[config.mk]
export PLATFORM = sky130hd
export DESIGN_NAME = output_mux_ctrl
export DESIGN_NICKNAME = d
export VERILOG_FILES = /design/src/rtl/output_mux_ctrl_pkg.sv /design/src/rtl/output_mux_ctrl_bus_quiet_detect.sv /design/src/rtl/output_mux_ctrl.sv
export SDC_FILE = /design/constraint.sdc
export NUM_CORES = 1
export LEC_CHECK = 0
export ABC_AREA = 0
export CORE_MARGIN = 3
export CORE_UTILIZATION = 50
export DETAILED_ROUTE_END_ITERATION = 16
export PLACE_DENSITY = 0.75
export SLEW_MARGIN = 20
export SYNTH_ARGS = -nofsm -noshare
export SYNTH_HDL_FRONTEND = slang
export SYNTH_HIERARCHICAL = 1
export SYNTH_SLANG_ARGS = --single-unit
export TNS_END_PERCENT = 5
[constraint.sdc]
create_clock -name sys_clk -period 1.8 [get_ports sys_clk]
set_input_delay 0.18 -clock sys_clk [delete_from_list [all_inputs] [get_ports sys_clk]]
set_output_delay 0.18 -clock sys_clk [all_outputs]
set_load 0.05 [all_outputs]
[src/rtl/output_mux_ctrl_pkg.sv]
// Shared types for the output mux sequencer: FSM state encoding and a
// constant-width helper for the quiet-window counter.
package output_mux_ctrl_pkg;

  typedef enum logic [1:0] {
    IDLE        = 2'd0,
    WAIT_APPLY  = 2'd1,
    ACTIVE      = 2'd2,
    WAIT_REVERT = 2'd3
  } state_t;

  // Bits needed to hold values 0..value-1; never returns less than 1.
  function automatic int clog2(input int value);
    int r;
    int v;
    r = 0;
    v = value - 1;
    while (v > 0) begin
      r++;
      v = v >> 1;
    end
    return (r == 0) ? 1 : r;
  endfunction

endpackage

[src/rtl/output_mux_ctrl_bus_quiet_detect.sv]
// Watches the bus for a run of unchanged samples; quiet_done is high when the
// current sample completes a window of IDLE_CYCLES unchanged samples.
module output_mux_ctrl_bus_quiet_detect
  import output_mux_ctrl_pkg::*;
#(
  parameter int WIDTH       = 4,
  parameter int IDLE_CYCLES = 8
) (
  input  logic             clk,
  input  logic             rst_n,
  input  logic [WIDTH-1:0] bus_line,
  input  logic             clear,
  output logic             quiet_done
);

  localparam int            CW   = clog2(IDLE_CYCLES + 1);
  localparam logic [CW-1:0] LAST = CW'(IDLE_CYCLES - 1);

  logic [WIDTH-1:0] prev_bus;
  logic [CW-1:0]    quiet_cnt;
  logic             chg;

  assign chg        = (bus_line != prev_bus);
  assign quiet_done = !chg && (quiet_cnt == LAST);

  always_ff @(posedge clk or negedge rst_n) begin
    if (!rst_n) begin
      prev_bus  <= '0;
      quiet_cnt <= '0;
    end else begin
      prev_bus <= bus_line;
      if (clear || chg)
        quiet_cnt <= '0;
      else if (quiet_cnt != LAST)
        quiet_cnt <= quiet_cnt + 1'b1;
    end
  end

endmodule

[src/rtl/output_mux_ctrl.sv]
// Output mux sequencer: accepts select-mask requests and applies/reverts them
// only inside a quiet bus window so no line is switched mid-transition.
module output_mux_ctrl
  import output_mux_ctrl_pkg::*;
#(
  parameter int               WIDTH       = 4,
  parameter int               IDLE_CYCLES = 8,
  parameter int               HOLD_WIDTH  = 16,
  parameter logic [WIDTH-1:0] DEFAULT_SEL = '0
) (
  input  logic                  sys_clk,
  input  logic                  n_reset,
  input  logic [WIDTH-1:0]      bus_line,
  input  logic [WIDTH-1:0]      req_sel,
  input  logic [HOLD_WIDTH-1:0] req_hold,
  input  logic                  req_valid,
  output logic                  req_ready,
  input  logic                  abort,
  output logic [WIDTH-1:0]      select_line,
  output logic                  switch_pulse,
  output logic                  busy
);

  state_t                state;
  logic [WIDTH-1:0]      sel_lat;
  logic [HOLD_WIDTH-1:0] hold_lat;
  logic [HOLD_WIDTH-1:0] hold_cnt;
  logic                  quiet_done;
  logic                  state_exit;
  logic                  hold_last;

  assign req_ready = (state == IDLE);
  assign busy      = (state != IDLE);
  assign hold_last = (hold_lat != '0) && (hold_cnt == HOLD_WIDTH'(1));

  // The quiet window restarts whenever the FSM leaves its current state.
  always_comb begin
    state_exit = 1'b0;
    case (state)
      IDLE:        state_exit = req_valid;
      WAIT_APPLY:  state_exit = abort || quiet_done;
      ACTIVE:      state_exit = abort || hold_last;
      WAIT_REVERT: state_exit = quiet_done;
      default:     state_exit = 1'b1;
    endcase
  end

  output_mux_ctrl_bus_quiet_detect #(
    .WIDTH       (WIDTH),
    .IDLE_CYCLES (IDLE_CYCLES)
  ) u_quiet (
    .clk        (sys_clk),
    .rst_n      (n_reset),
    .bus_line   (bus_line),
    .clear      (state_exit),
    .quiet_done (quiet_done)
  );

  always_ff @(posedge sys_clk or negedge n_reset) begin
    if (!n_reset) begin
      state        <= IDLE;
      select_line  <= DEFAULT_SEL;
      switch_pulse <= 1'b0;
      sel_lat      <= '0;
      hold_lat     <= '0;
      hold_cnt     <= '0;
    end else begin
      switch_pulse <= 1'b0;
      case (state)
        IDLE: begin
          if (req_valid) begin
            sel_lat  <= req_sel;
            hold_lat <= req_hold;
            state    <= WAIT_APPLY;
          end
        end
        WAIT_APPLY: begin
          if (abort) begin
            state <= IDLE;
          end else if (quiet_done) begin
            select_line  <= sel_lat;
            switch_pulse <= 1'b1;
            hold_cnt     <= hold_lat;
            state        <= ACTIVE;
          end
        end
        ACTIVE: begin
          // A zero hold keeps the mask until an abort arrives.
          if (abort) begin
            state <= WAIT_REVERT;
          end else if (hold_lat != '0) begin
            hold_cnt <= hold_cnt - 1'b1;
            if (hold_last)
              state <= WAIT_REVERT;
          end
        end
        WAIT_REVERT: begin
          if (quiet_done) begin
            select_line  <= DEFAULT_SEL;
            switch_pulse <= 1'b1;
            state        <= IDLE;
          end
        end
        default: state <= IDLE;
      endcase
    end
  end

endmodule

==> impl_metrics.toml <==
[power]
pwr-share-clk = 0.140
combinationalPowerShare = 0.469
power_density_nw_per_um2 = 1330
seqPwrFrac = 0.391
leakagePower_uw = 0.00162
ir_drop_mv = 0.886
power_switching_share = 0.372
p_int_uw = 3260
power_switching_uw = 1930

[clocking]
clock_latency_ps = 300
clock-root-buffer = "clkbuf_8"
tritoncts = "yes"
numCtsBuffers = 5
cts_sinks = 51
clkTransAtPathRegs_ps = 90
cts_buffer_depth = 2
cts_max_level = 2

[synthesis]
yosys.area.top_type = "dfrtp_1"
ys.flop_type = "dfrtp_1"
ys_ff_latch = 51
yosysMostFrequentCell = "dfrtp_1"
synth.distinct_cells = 42
synth-edff-count = 0
ys_top_cells_by_count = "51 x dfrtp_1, 25 x nand2_1, 22 x a21oi_1, 20 x mux2_2"
synth_nets = 295
syn_area_um2 = 2680
synth_area_leaders = "dfrtp_1 48%, mux2_2 8.4%, a21oi_1 4.1%"
syn_avg_cell_area_um2 = 10.3
async_flop_share = 1.00
synthCells = 259
synth.yosys.warnings = 6
ys_seq_area_frac = 0.477
synth_top_area_share = 0.477

[timing]
setup_viol = 12
rsz0062_at_grt = "true"
fin_ws_ps = -53.2
finalCritPeriodShare = 1.03
fmax_mhz = 540
whs_ps = 374
worst_clock_skew_ps = 8.89
tightestPinTransition_ps = 551
fin_crit_ps = 1850
relSlewSlack = 0.631
slew_viol_final = 0
hold_viol_final = 0

[status]
violations = "negative setup slack"
outcome = "complete, but fails checks"

[hold_path]
min_path_cells = 1
hold_path.class = "input pin to flip-flop"

[setup_path]
cp.arrival_ps = 2080
reg2regPathDepth = 7
cpPeakStageDelay_ps = 440
path_cells = "inv_1 > ha_1 > nor3b_2 > and3_1 > nand2_1 > a21oi_2 > a2bb2oi_1"
endpoint = "hold_cnt[14]$_DFFE_PN0P_"
start_kind = "flip-flop"
timing_worst_setup_path_type = "flip-flop to flip-flop"
r2r_start = "hold_cnt[1]$_DFFE_PN0P_"
cp-startpoint = "hold_cnt[1]$_DFFE_PN0P_"
r2r_setup_slack_ps = -50
critPathCaptureType = "flip-flop"
worstPathMaxFanout = 5
critPathSlowestCell = "dfrtp_1"
rr_endpoint = "hold_cnt[14]$_DFFE_PN0P_"
required_ps = 2030

[floorplanning]
die_w_um = 79.2
ios = 35
rows = 26
die-height_um = 79.2
floorplan.initialDensity = 0.521
die_area_um2 = 6270
core_area_um2 = 5140

[placement]
dp_hpwl_um = 4650
port_buffers = 34
dp_slack_ps = -313
gp_congestion = 0.852

[global_route]
grt_pass1_vias = 2338
overflow = 0
antenna_found_initial = 0
grt_max_degree = 31
track_usage = 0.228
grt_pass1_wl_um = 11200

[final_layout]
fill_cells = 368
final_nets = 378
drive_gt1_frac = 0.385
multiInputGateArea_um2 = 1560
area.sequential_um2 = 1280
syn2layout_area_growth_pct = 45.7
diodes = 0

[drt]
viasPerCell = 5.80
vias = 2395
wl_um = 7230
wl_met1_um = 2910
dr.pass1.iters = 6
wl_met3_um = 429
routedWlPerCell_um = 17.5
routed-wl-met2_um = 3780
route.detailed.drc = 0
routed.top_layer = "met4"
detail-route-antenna-nets = 0
first_iter_violations = 168

[job]
drv_cap = 0
==> metrics by stage <==
step           instances  power, µW  area (µm²)  setup TNS [ps]  utilization
2_1_floorplan        259       3120        2680           -2100            -
6_report             413       5180        3900            -280        0.759
3_5_place_dp         400       4190        3490           -4980        0.678
5_1_grt              413       5470        3900           -1950        0.759
4_1_cts              411       4970        3670            -210        0.713
3_3_place_gp         400       4090        3490           -2960        0.678
==> power by group through the flow <==
stage | sequential, µW | clock (µW) | combinational (µW)
after floorplan | 2000 | 0 | 1120
after global placement | 1970 | 0 | 2120
after detailed placement | 1980 | 0 | 2200
after CTS | 1990 | 727 | 2260
after global routing | 2090 | 781 | 2600
final | 2030 | 724 | 2430
==> area by class of cell <==
cell class                      instances  area share
Timing Repair Buffer                   86       0.211
Sequential cell                        51       0.328
Tap cell                               70      0.0225
Multi-Input combinational cell        187       0.401
Clock buffer                            8      0.0257
Inverter                               11      0.0112
==> sequential cells by signal, indices dropped and copies added, names as in the netlist, named ones only <==
| name | cells |
|---|---|
| hold_lat | 16 |
| u_quiet/quiet_cnt | 4 |
| switch_pulse | 1 |
| state | 1 |
| hold_cnt | 16 |
| u_quiet/prev_bus | 4 |
| sel_lat | 4 |
| select_line | 4 |
==> worst min-delay path by stage <==
stage                                          endpoint   startpoint  slack [ps]
final                     u_quiet/prev_bus[2]$_DFF_PN0_  bus_line[2]         370
after global routing      u_quiet/prev_bus[2]$_DFF_PN0_  bus_line[2]         370
after CTS                 u_quiet/prev_bus[3]$_DFF_PN0_  bus_line[3]         360
after detailed placement        hold_cnt[2]$_DFFE_PN0P_      n_reset         190
after global placement          hold_cnt[2]$_DFFE_PN0P_      n_reset         180
after floorplan              asynchronous set/reset pin      n_reset        -120
==> routing by layer <==
layer,track usage,up-vias
met5,0,-
li1,-,1113
met1,0.306,1180
met4,0.0722,0
met3,0.0385,18
met2,0.375,84
==> placed cells by master, fill, tap and decap left out, types with 4 or more instances in the layout <==
master,Yosys,layout
buf_6,0,5
mux2i_1,7,7
nand2_1,25,22
nor4_2,0,4
buf_12,0,6
a21oi_4,0,4
clkdlybuf4s50_1,0,31
nor2b_1,5,4
buf_4,0,41
mux2_2,20,20
nand3_1,9,8
a21oi_1,22,11
ha_1,8,5
o21ai_0,11,11
o22ai_1,6,6
inv_1,11,9
a21oi_2,0,7
clkbuf_8,0,7
o22a_1,4,4
nor2_1,11,10
dfrtp_1,51,48
a2bb2oi_1,11,8
==> cells by family after synthesis <==
| logic type | count (synthesis) | synth area share |
|---|---|---|
| buffers and inverters | 21 | 0.0309 |
| adder cells (fa/ha/maj) | 8 | 0.0374 |
| multiplexers | 27 | 0.110 |
| XOR/XNOR | 5 | 0.0164 |
| AO/OA/AOI/OAI | 64 | 0.153 |
| AND/OR/NAND/NOR | 83 | 0.175 |
| flip-flops | 51 | 0.477 |
==> worst max-delay path, delay by kind of cell (launching register included) <==
| family | cells | cell delay (ps) |
|---|---|---|
| DFF | 1 | 440 |
| adders and majority gates | 1 | 200 |
| buffers and inverters | 1 | 130 |
| and+or+nand+nor | 3 | 690 |
| AOI/OAI and AO/OA | 2 | 310 |
==> what timing repair did <==
action,4_1_cts,5_1_grt
resized for setup,12,49
endpoints found under the setup margin,20,23
setup buffers,2,3
pin swaps,5,25
endpoints found under the hold margin,21,0
hold buffers,1,0
(Power assumes the default switching activity.)
